<file path="src/rtl/loader_pkg.sv">
// Purpose: shared constants and FSM state encoding for the instruction-memory program loader.
// Latency: none (types and constants only).
// Backpressure: none (types and constants only).
//
// Contents:
//   ADDR_W_DEF / INSTR_W_DEF / BYTE_W_DEF : default widths (address matches PC width)
//   state_e                               : loader FSM states
package loader_pkg;

  localparam int ADDR_W_DEF  = 8;
  localparam int INSTR_W_DEF = 16;
  localparam int BYTE_W_DEF  = 8;

  typedef enum logic [2:0] {
    ST_IDLE = 3'd0,
    ST_HDR  = 3'd1,
    ST_HI   = 3'd2,
    ST_LO   = 3'd3,
    ST_WR   = 3'd4,
    ST_CHK  = 3'd5,
    ST_FIN  = 3'd6
  } state_e;

endpackage

</file>
<file path="src/rtl/im_word_packer.sv">
// Purpose: latches the hi/lo bytes of one instruction word; with LOADER_CHECKSUM_EN it
//          also keeps a running XOR over every byte it is told to accumulate.
// Latency: 1 cycle from a byte strobe to the updated wdata / xor_acc.
// Backpressure: none; the strobes are already qualified transfers from the loader FSM.
//
// Ports:
//   clk, rst   : clock, synchronous active-high reset
//   clr        : clears the XOR accumulator at the start of a load
//   hi_we      : latch byte_data into wdata[2*BYTE_W-1:BYTE_W]
//   lo_we      : latch byte_data into wdata[BYTE_W-1:0]
//   acc_we     : (LOADER_CHECKSUM_EN only) XOR byte_data into the accumulator
//   byte_data  : stream byte
//   wdata      : packed word {hi, lo}
//   xor_acc    : (LOADER_CHECKSUM_EN only) running XOR
module im_word_packer
  import loader_pkg::*;
#(
  parameter int BYTE_W = BYTE_W_DEF
) (
  input  logic                clk,
  input  logic                rst,
  input  logic                clr,
  input  logic                hi_we,
  input  logic                lo_we,
`ifdef LOADER_CHECKSUM_EN
  input  logic                acc_we,
  output logic [BYTE_W-1:0]   xor_acc,
`endif
  input  logic [BYTE_W-1:0]   byte_data,
  output logic [2*BYTE_W-1:0] wdata
);

  logic [BYTE_W-1:0] hi_q, hi_d;
  logic [BYTE_W-1:0] lo_q, lo_d;

  always_comb begin
    hi_d = hi_q;
    lo_d = lo_q;
    if (hi_we) hi_d = byte_data;
    if (lo_we) lo_d = byte_data;
  end

  always_ff @(posedge clk) begin
    if (rst) begin
      hi_q <= '0;
      lo_q <= '0;
    end else begin
      hi_q <= hi_d;
      lo_q <= lo_d;
    end
  end

  assign wdata = {hi_q, lo_q};

`ifdef LOADER_CHECKSUM_EN
  logic [BYTE_W-1:0] acc_q, acc_d;

  // clr wins so the header byte accumulates into a fresh value on a new load
  always_comb begin
    acc_d = acc_q;
    if (clr)         acc_d = '0;
    else if (acc_we) acc_d = acc_q ^ byte_data;
  end

  always_ff @(posedge clk) begin
    if (rst) acc_q <= '0;
    else     acc_q <= acc_d;
  end

  assign xor_acc = acc_q;
`endif

endmodule

</file>
<file path="src/rtl/im_program_loader.sv">
// Purpose: writes a byte stream into instruction RAM as 16-bit words while holding the CPU.
// Latency: lo byte accepted at t -> im_we at t+1; done/cpu_hold release at t+2 (checksum
//          build: at t+1 after the checksum byte).
// Backpressure: byte_ready depends on state only; low in IDLE/WR/FIN, byte_valid=0 just waits.
//
// Optional feature macro: LOADER_CHECKSUM_EN (adds CHK state and XOR check; else error=0).
// Ports:
//   clk, rst               : clock, synchronous active-high reset
//   start                  : one-cycle pulse, begins a load when idle
//   byte_valid/byte_data   : input byte stream
//   byte_ready             : loader accepts a byte this cycle
//   im_we/im_waddr/im_wdata: instruction RAM write port
//   cpu_hold               : stalls PC/IR during a load
//   done, error            : load outcome levels
module im_program_loader
  import loader_pkg::*;
#(
  parameter int ADDR_W  = ADDR_W_DEF,
  parameter int INSTR_W = INSTR_W_DEF,
  parameter int BYTE_W  = BYTE_W_DEF
) (
  input  logic               clk,
  input  logic               rst,
  input  logic               start,
  input  logic               byte_valid,
  input  logic [BYTE_W-1:0]  byte_data,
  output logic               byte_ready,
  output logic               im_we,
  output logic [ADDR_W-1:0]  im_waddr,
  output logic [INSTR_W-1:0] im_wdata,
  output logic               cpu_hold,
  output logic               done,
  output logic               error
);

  // one extra bit so a header of all-ones (256 words) is representable
  localparam int CNT_W = ADDR_W + 1;

  state_e            state_q, state_d;
  logic [ADDR_W-1:0] addr_q, addr_d;
  logic [CNT_W-1:0]  rem_q, rem_d;
  logic              we_q, we_d;
  logic              hold_q, hold_d;
  logic              done_q, done_d;
  logic              xfer;

  assign byte_ready = (state_q == ST_HDR) || (state_q == ST_HI) ||
                      (state_q == ST_LO)  || (state_q == ST_CHK);
  assign xfer       = byte_valid && byte_ready;

`ifdef LOADER_CHECKSUM_EN
  logic              err_q, err_d;
  logic [BYTE_W-1:0] xor_acc;
`endif

  im_word_packer #(
    .BYTE_W   (BYTE_W)
  ) u_packer (
    .clk      (clk),
    .rst      (rst),
    .clr      ((state_q == ST_IDLE) && start),
    .hi_we    ((state_q == ST_HI) && xfer),
    .lo_we    ((state_q == ST_LO) && xfer),
`ifdef LOADER_CHECKSUM_EN
    .acc_we   (xfer && (state_q != ST_CHK)),
    .xor_acc  (xor_acc),
`endif
    .byte_data(byte_data),
    .wdata    (im_wdata)
  );

  always_comb begin
    state_d = state_q;
    addr_d  = addr_q;
    rem_d   = rem_q;
    we_d    = 1'b0;
    hold_d  = hold_q;
    done_d  = done_q;
`ifdef LOADER_CHECKSUM_EN
    err_d   = err_q;
`endif
    case (state_q)
      ST_IDLE: begin
        if (start) begin
          hold_d  = 1'b1;
          done_d  = 1'b0;
`ifdef LOADER_CHECKSUM_EN
          err_d   = 1'b0;
`endif
          addr_d  = '0;
          state_d = ST_HDR;
        end
      end
      ST_HDR: begin
        if (xfer) begin
          rem_d   = CNT_W'(byte_data) + CNT_W'(1);
          state_d = ST_HI;
        end
      end
      ST_HI: begin
        if (xfer) state_d = ST_LO;
      end
      ST_LO: begin
        // write strobe is registered so it lines up with the WR state
        if (xfer) begin
          we_d    = 1'b1;
          state_d = ST_WR;
        end
      end
      ST_WR: begin
        addr_d = addr_q + 1'b1;
        rem_d  = rem_q - 1'b1;
        if (rem_d != '0) begin
          state_d = ST_HI;
        end else begin
`ifdef LOADER_CHECKSUM_EN
          state_d = ST_CHK;
`else
          // outcome is set on entry to FIN so it is visible during the FIN cycle
          done_d  = 1'b1;
          hold_d  = 1'b0;
          state_d = ST_FIN;
`endif
        end
      end
`ifdef LOADER_CHECKSUM_EN
      ST_CHK: begin
        if (xfer) begin
          hold_d  = 1'b0;
          state_d = ST_IDLE;
          if (byte_data == xor_acc) begin
            done_d = 1'b1;
            err_d  = 1'b0;
          end else begin
            done_d = 1'b0;
            err_d  = 1'b1;
          end
        end
      end
`endif
      ST_FIN: begin
        state_d = ST_IDLE;
      end
      default: begin
        state_d = ST_IDLE;
      end
    endcase
  end

  always_ff @(posedge clk) begin
    if (rst) begin
      state_q <= ST_IDLE;
      addr_q  <= '0;
      rem_q   <= '0;
      we_q    <= 1'b0;
      hold_q  <= 1'b0;
      done_q  <= 1'b0;
`ifdef LOADER_CHECKSUM_EN
      err_q   <= 1'b0;
`endif
    end else begin
      state_q <= state_d;
      addr_q  <= addr_d;
      rem_q   <= rem_d;
      we_q    <= we_d;
      hold_q  <= hold_d;
      done_q  <= done_d;
`ifdef LOADER_CHECKSUM_EN
      err_q   <= err_d;
`endif
    end
  end

  assign im_we    = we_q;
  assign im_waddr = addr_q;
  assign cpu_hold = hold_q;
  assign done     = done_q;
`ifdef LOADER_CHECKSUM_EN
  assign error    = err_q;
`else
  assign error    = 1'b0;
`endif

endmodule

</file>
<file path="config.mk">
export PLATFORM = sky130hd
export DESIGN_NAME = im_program_loader
export DESIGN_NICKNAME = d
export VERILOG_FILES = /design/src/rtl/loader_pkg.sv /design/src/rtl/im_word_packer.sv /design/src/rtl/im_program_loader.sv
export SDC_FILE = /design/constraint.sdc
export NUM_CORES = 1
export LEC_CHECK = 0
export CAP_MARGIN = 20
export CORE_MARGIN = 1.5
export CORE_UTILIZATION = 55
export DETAILED_ROUTE_END_ITERATION = 6
export PLACE_DENSITY = 0.85
export SYNTH_ARGS = -nofsm -noshare
export SYNTH_HDL_FRONTEND = slang
export SYNTH_SLANG_ARGS = --single-unit
</file>
<file path="constraint.sdc">
create_clock -name clk -period 2.21 [get_ports clk]
set_input_delay 0.3315 -clock clk [delete_from_list [all_inputs] [get_ports clk]]
set_output_delay 0.3315 -clock clk [all_outputs]
set_load 0.01 [all_outputs]
</file>
======== After elaboration in Yosys (flattened, before gate mapping) ========
Index checks and enable logic that the tools add are counted.
word-level totals
  register bits ........................... 39
  input bits .............................. 12
  output and inout bits ................... 29
  word-level logic and storage cells ...... 54
cells by class
  add/subtract/negate cells ............... 3
  eq/ne operators ......................... 10
  multiplexer cells ....................... 17
  bitwise gates (word level) .............. 1
  reduce and logical (&&, ||, !) cells .... 15
operators by type and width
  cell                   count
  $pmux W9 S2            1
  $pmux W8 S2            1
  $mux W3                5
  $pmux W3 S5            1
  $ne A2 B2 Y1 const B   5
  $add A8 B1 Y9 const B  1
  $mux W9                1
  $reduce_bool A9 Y1     1
  $sub A9 B1 Y9 const B  1
  $add A8 B1 Y8 const B  1
  $mux W8                1
  $eq A3 B2 Y1 const B   2
  $eq A3 B3 Y1 const B   2
  $mux W1                5
  $pmux W1 S2            2
  $reduce_and A2 Y1      2
  $reduce_and A4 Y1      1
  $reduce_bool A2 Y1     2
  $eq A3 B1 Y1 const B   1
  $logic_and A1 B1 Y1    3
  $logic_not A3 Y1       1
  $logic_or A1 B1 Y1     3
  $reduce_and A3 Y1      1
  $reduce_or A2 Y1       1
  $not A1 Y1             1

======== Logic depth before layout (Yosys ltp) ========
Gate-level depths: netlist of the first run.
  depth after elaboration ................. 7
  mapped depth ............................ 7

======== Cells and area by module ========
From an unflattened synthesis of the first run, not the netlist that was laid out.
unflattened totals
  cells, all modules ...................... 228
  area total of the unflattened synthesis .. 2001.9 µm²
modules (own cells, without submodules)
  module             instances  cells each  area each (µm²)
  im_program_loader  1          176         1422.6
  im_word_packer     1          52          579.3

======== Worst setup path before layout of the first run ========
OpenSTA, ideal clock, no wires.
  path type ............................... register -> register
  start point ............................. reg rem_q[0]
  end point ............................... reg hold_q, in the netlist cpu_hold
  data arrival time ....................... 1.383 ns
  required time ........................... 2.078 ns
  setup slack ............................. 0.695 ns
  stages on the path, launching flop included .. 8
  cells stage by stage .................... dfxtp_1 -> inv_1 -> ha_1 -> nand3b_1 -> o21ai_0 -> a32o_1 -> a311oi_1 -> nor3b_1
between the ends
  longest elaborated chain between the ends .. 4
RTL lines
  element                             RTL line                  RTL
  start: declaration                  im_program_loader.sv:41   logic [CNT_W-1:0] rem_q, rem_d;
  start signal: assignment            im_program_loader.sv:164  rem_q <= rem_d;
  $sub A9 B1 Y9                       im_program_loader.sv:112  rem_d = rem_q - 1'b1;
  $reduce_bool A9 Y1                  im_program_loader.sv:113  if (rem_d != '0) begin
  $ne A2 B2 Y1 (no source line)       -
  $reduce_and A3 Y1 (no source line)  -
  end signal: assignment              im_program_loader.sv:166  hold_q <= hold_d;
  end: declaration                    im_program_loader.sv:43   logic hold_q, hold_d;
No other way between the ends.
A chain may end at the register's enable or synchronous reset.

======== Worst setup path after layout of the first run ========
  start point ............................. reg state_q[1]
  end point ............................... out byte_ready
between the ends
  longest elaborated chain between the ends .. 4
  elaborated cells on any way between the ends .. 7
  classes of those cells .................. eq/ne (4); reduce/logical (3)
RTL lines
  element                                              RTL line                  RTL
  start: declaration                                   im_program_loader.sv:39   state_e state_q, state_d;
  start signal: assignment                             im_program_loader.sv:162  state_q <= state_d;
  $eq A3 B1 Y1 / $eq A3 B2 Y1 (equally long branches)  im_program_loader.sv:47   assign byte_ready = (state_q == ST_HDR) || (state_q == ST_HI) ||
  $logic_or A1 B1 Y1 (2 in a row)                      im_program_loader.sv:47
  $logic_or A1 B1 Y1 *                                 im_program_loader.sv:48   (state_q == ST_LO) || (state_q == ST_CHK);
  end: declaration                                     im_program_loader.sv:27   output logic byte_ready,
Mark *: on every way between the ends. The rest lies on a longest branch, timed or not.

==> insert_results.sql, run 1 <==
INSERT INTO impl_metrics (metric_group, metric, value, unit) VALUES
('power', 'seqPwrFrac', '54.1', '%'),
('place', 'gp_routability_congestion', '0.8819', ''),
('die', 'num_rows', '21', ''),
('logic_synthesis', 'synth-simple-area-share', '25.65', '%'),
('detailed_routing', 'postRouteAntennaNets', '0', ''),
('final_layout', 'final_layout_size_suffix_gt1_share', '11.15', '%'),
('clock_network', 'cts_buffers', '5', ''),
('power', 'cell_internal_pwr', '1013', 'uW'),
('power', 'pwr_density_cell', '569.0', 'nW/um2'),
('sta', 'rsz_0062_raised_after_global_routing', 'no', ''),
('clock_network', 'clock_tree.buffer_depth', '2', ''),
('detailed_routing', 'postRouteWirelength', '4.598', 'mm'),
('worst_setup_path', 'crit_family', 'flip-flops', ''),
('die', 'boundaryPins', '41', ''),
('global_route', 'grtUsageTotal', '23.76', '%'),
('clock_network', 'numClockSinks', '39', ''),
('sta', 'timing_worst_slew_pin_value', '0.6446', 'ns'),
('power', 'power_frac_clock', '25.8', '%'),
('power', 'worst_ir_drop_vdd', '0.0004109', 'V'),
('sta', 'worst_hold_slack', '0.4586', 'ns'),
('detailed_routing', 'pre_antenna_drt_iters', '4', ''),
('worst_setup_path', 'crit_slowest_cell', 'sky130_fd_sc_hd__dfxtp_1', ''),
('clock_network', 'post_cts.resized_instances', '0', ''),
('worst_setup_path', 'cp_cell_sequence', 'mux2i_1 > clkdlybuf4s50_1', ''),
('global_route', 'antenna_found_initial', '0', ''),
('detailed_routing', 'detail_route.drc_violations', '0', ''),
('clock_network', 'clkLatencyLatePin', '0.34', 'ns'),
('final_layout', 'syn_to_final_growth', '25.96', '%'),
('power', 'lkg_pwr', '0.0008444', 'uW'),
('final_layout', 'design.final.nets', '294', ''),
('final_layout', 'fillers', '243', ''),
('job', 'maxCapViolations', '0', ''),
('place', 'io_buffers', '39', ''),
('logic_synthesis', 'synth_cell_types', '54', ''),
('final_layout', 'final_cell_mix', 'sky130_fd_sc_hd__clkdlybuf4s50_1, sky130_fd_sc_hd__dfxtp_1, sky130_fd_sc_hd__nor2_1', ''),
('worst_setup_path', 'startpoint_type', 'register', ''),
('worst_setup_path', 'largest_fanout_on_the_critical_path', '12', ''),
('sta', 'slew-limit-headroom', '56.89', '%'),
('place', 'placed_cells', '317', ''),
('logic_synthesis', 'synth-edff-count', '0', ''),
('sta', 'finalCriticalPeriod', '2.065', 'ns'),
('final_layout', 'layout.cells.most_common', 'sky130_fd_sc_hd__clkdlybuf4s50_1', ''),
('logic_synthesis', 'synth_fp_nets', '249', ''),
('global_route', 'wire_length_of_the_first_global_routing_pass', '7.541', 'mm'),
('final_layout', 'antenna_cells', '0', ''),
('clock_network', 'ctsRootBufferMaster', 'sky130_fd_sc_hd__clkbuf_4', ''),
('run_status', 'outcome', 'complete, no violations', ''),
('hold_path', 'type_of_the_most_critical_hold_path', 'reg2reg', ''),
('logic_synthesis', 'synth.mux.area_fraction', '5.104', '%'),
('logic_synthesis', 'number_of_synthesized_register_bits', '39', ''),
('logic_synthesis', 'synth-seq-area-share', '39.32', '%'),
('detailed_routing', 'vias', '1851', ''),
('place', 'dp_hpwl', '3.398', 'mm'),
('power', 'netSwitchingFraction', '28.85', '%'),
('power', 'combPwrFrac', '20.2', '%'),
('clock_network', 'cts_htree_levels', '2', ''),
('die', 'chipHeight', '63.09', 'um'),
('sta', 'fin_worst_skew', '0.007441', 'ns'),
('logic_synthesis', 'yosys.area_share.adder', '2.520', '%'),
('sta', 'post-route-period-util', '93.42', '%'),
('global_route', 'grt_start_max_net_pins', '16', ''),
('power', 'switching_power_summed_over_all_nets', '410.5', 'uW'),
('logic_synthesis', 'combinational_family_with_the_most_area_after_synthesis', 'simple AND/OR/NAND/NOR gates', ''),
('die', 'core_area', '3390', 'um2'),
('worst_setup_path', 'worstPathRequired', '1.88', 'ns'),
('sta', 'setup_violations', '0', ''),
('worst_setup_path', 'crit_path_max_incr_delay', '0.61', 'ns'),
('sta', 'setup_total_negative_slack', '0', 'ns'),
('logic_synthesis', 'syn-cell-area', '1986', 'um2'),
('clock_network', 'tritoncts', 'done', ''),
('clock_network', 'clkTransAtPathRegs', '0.11', 'ns');
## registers in the layout, indices dropped and copies added (netlist names)
signal	count
rem_q	9
im_waddr	8
u_packer.hi_q	8
u_packer.lo_q	8
state_q	3
cpu_hold	1
done	1
im_we	1
## power by group through the flow
stage / logic [uW] / clock network (uW) / registers (uW)
3_3_place_gp: 277 / 0 / 783
3_5_place_dp: 283 / 0 / 785
4_1_cts: 284 / 374 / 768
5_1_grt: 309 / 411 / 776
2_1_floorplan: 189 / 0 / 767
6_report: 287 / 367 / 769
## routing by layer
metal  share of wire [%]  global-route usage, %  vias to the layer above
met5                   0                      0                        -
li1                    -                      -                      930
met1                  47                  33.30                      864
met2                  47                  36.17                       52
met4                 1.2                  9.444                        0
met3                 5.3                  4.286                        5
## cell usage after synthesis, drive strengths merged, types with 2 or more instances
cell,count,share of area (%)
nand2,26,5.0
nand4,3,0.95
clkbuf,4,0.76
mux2i,9,4.5
a2111oi,2,1.2
buf,10,3.7
xor2,3,1.3
ha,4,2.5
nor2,35,7.0
nor4,2,0.63
a211oi,5,1.9
nor3b,2,1.3
a31oi,3,0.95
and3,3,0.95
a21oi,20,5.0
nand3,7,2.0
o211ai,2,0.76
a311oi,3,1.3
dfxtp,39,39
nand3b,2,0.76
o22ai,2,0.63
xnor2,5,2.2
nand2b,3,0.95
o21ai,11,2.8
o21a,2,0.76
nor3,5,2.3
a22oi,2,0.76
inv,4,0.76
## through the flow
stage          total power (uW)  util, %  setup WS [ns]  area [um2]
2_1_floorplan             955.4        -         0.6946        1986
4_1_cts                    1426    73.75        0.02209        2500
3_5_place_dp               1068    72.09         0.2360        2444
5_1_grt                    1496    73.79        0.04907        2501
3_3_place_gp               1060    72.09         0.2555        2444
6_report                   1423    73.79         0.1453        2501
## worst min-delay path, stage by stage (launching register included)
cell and delay (ns):
sky130_fd_sc_hd__dfxtp_1 0.32, sky130_fd_sc_hd__nand2_1 0.05, sky130_fd_sc_hd__a21oi_1 0.05
## cell type report
cell class | count | area [um2] | share of cell area, %
Inverter | 4 | 15.01 | 0.6003
Tap cell | 46 | 57.56 | 2.301
Clock buffer | 6 | 51.30 | 2.051
Multi-Input combinational cell | 176 | 1102 | 44.07
Timing Repair Buffer | 52 | 488.0 | 19.51
Sequential cell | 39 | 782.0 | 31.27
Clock inverter | 1 | 5.005 | 0.2001
## final timing paths
check,start,to,slack (ns),cells after the start
setup reg to reg,rem_q[0],cpu_hold,0.41,7
setup / recovery,state_q[1],byte_ready,0.15,2
hold / removal,u_packer.lo_q[7],u_packer.lo_q[7],0.46,2
hold reg to reg,u_packer.lo_q[7],u_packer.lo_q[7],0.46,2
## logic make-up after synthesis
family          after synthesis
buf+inv                      18
other cells                   1
flops                        39
xor+xnor                      8
compound gates               57
fa+ha+maj                     4
simple gates                 96
mux                          10
No activity file was read; power rests on OpenSTA's default activity.
==> run 2, diff against run 1 <==
--- a/config.mk
+++ b/config.mk
@@ -5,7 +5,7 @@
 export SDC_FILE = /design/constraint.sdc
 export NUM_CORES = 1
 export LEC_CHECK = 0
-export CAP_MARGIN = 20
+export CAP_MARGIN = 10
 export CORE_MARGIN = 1.5
 export CORE_UTILIZATION = 55
 export DETAILED_ROUTE_END_ITERATION = 6
==> results of run 2 <==
Same layout as run 1: the final DEF is identical, and so are final timing and power.
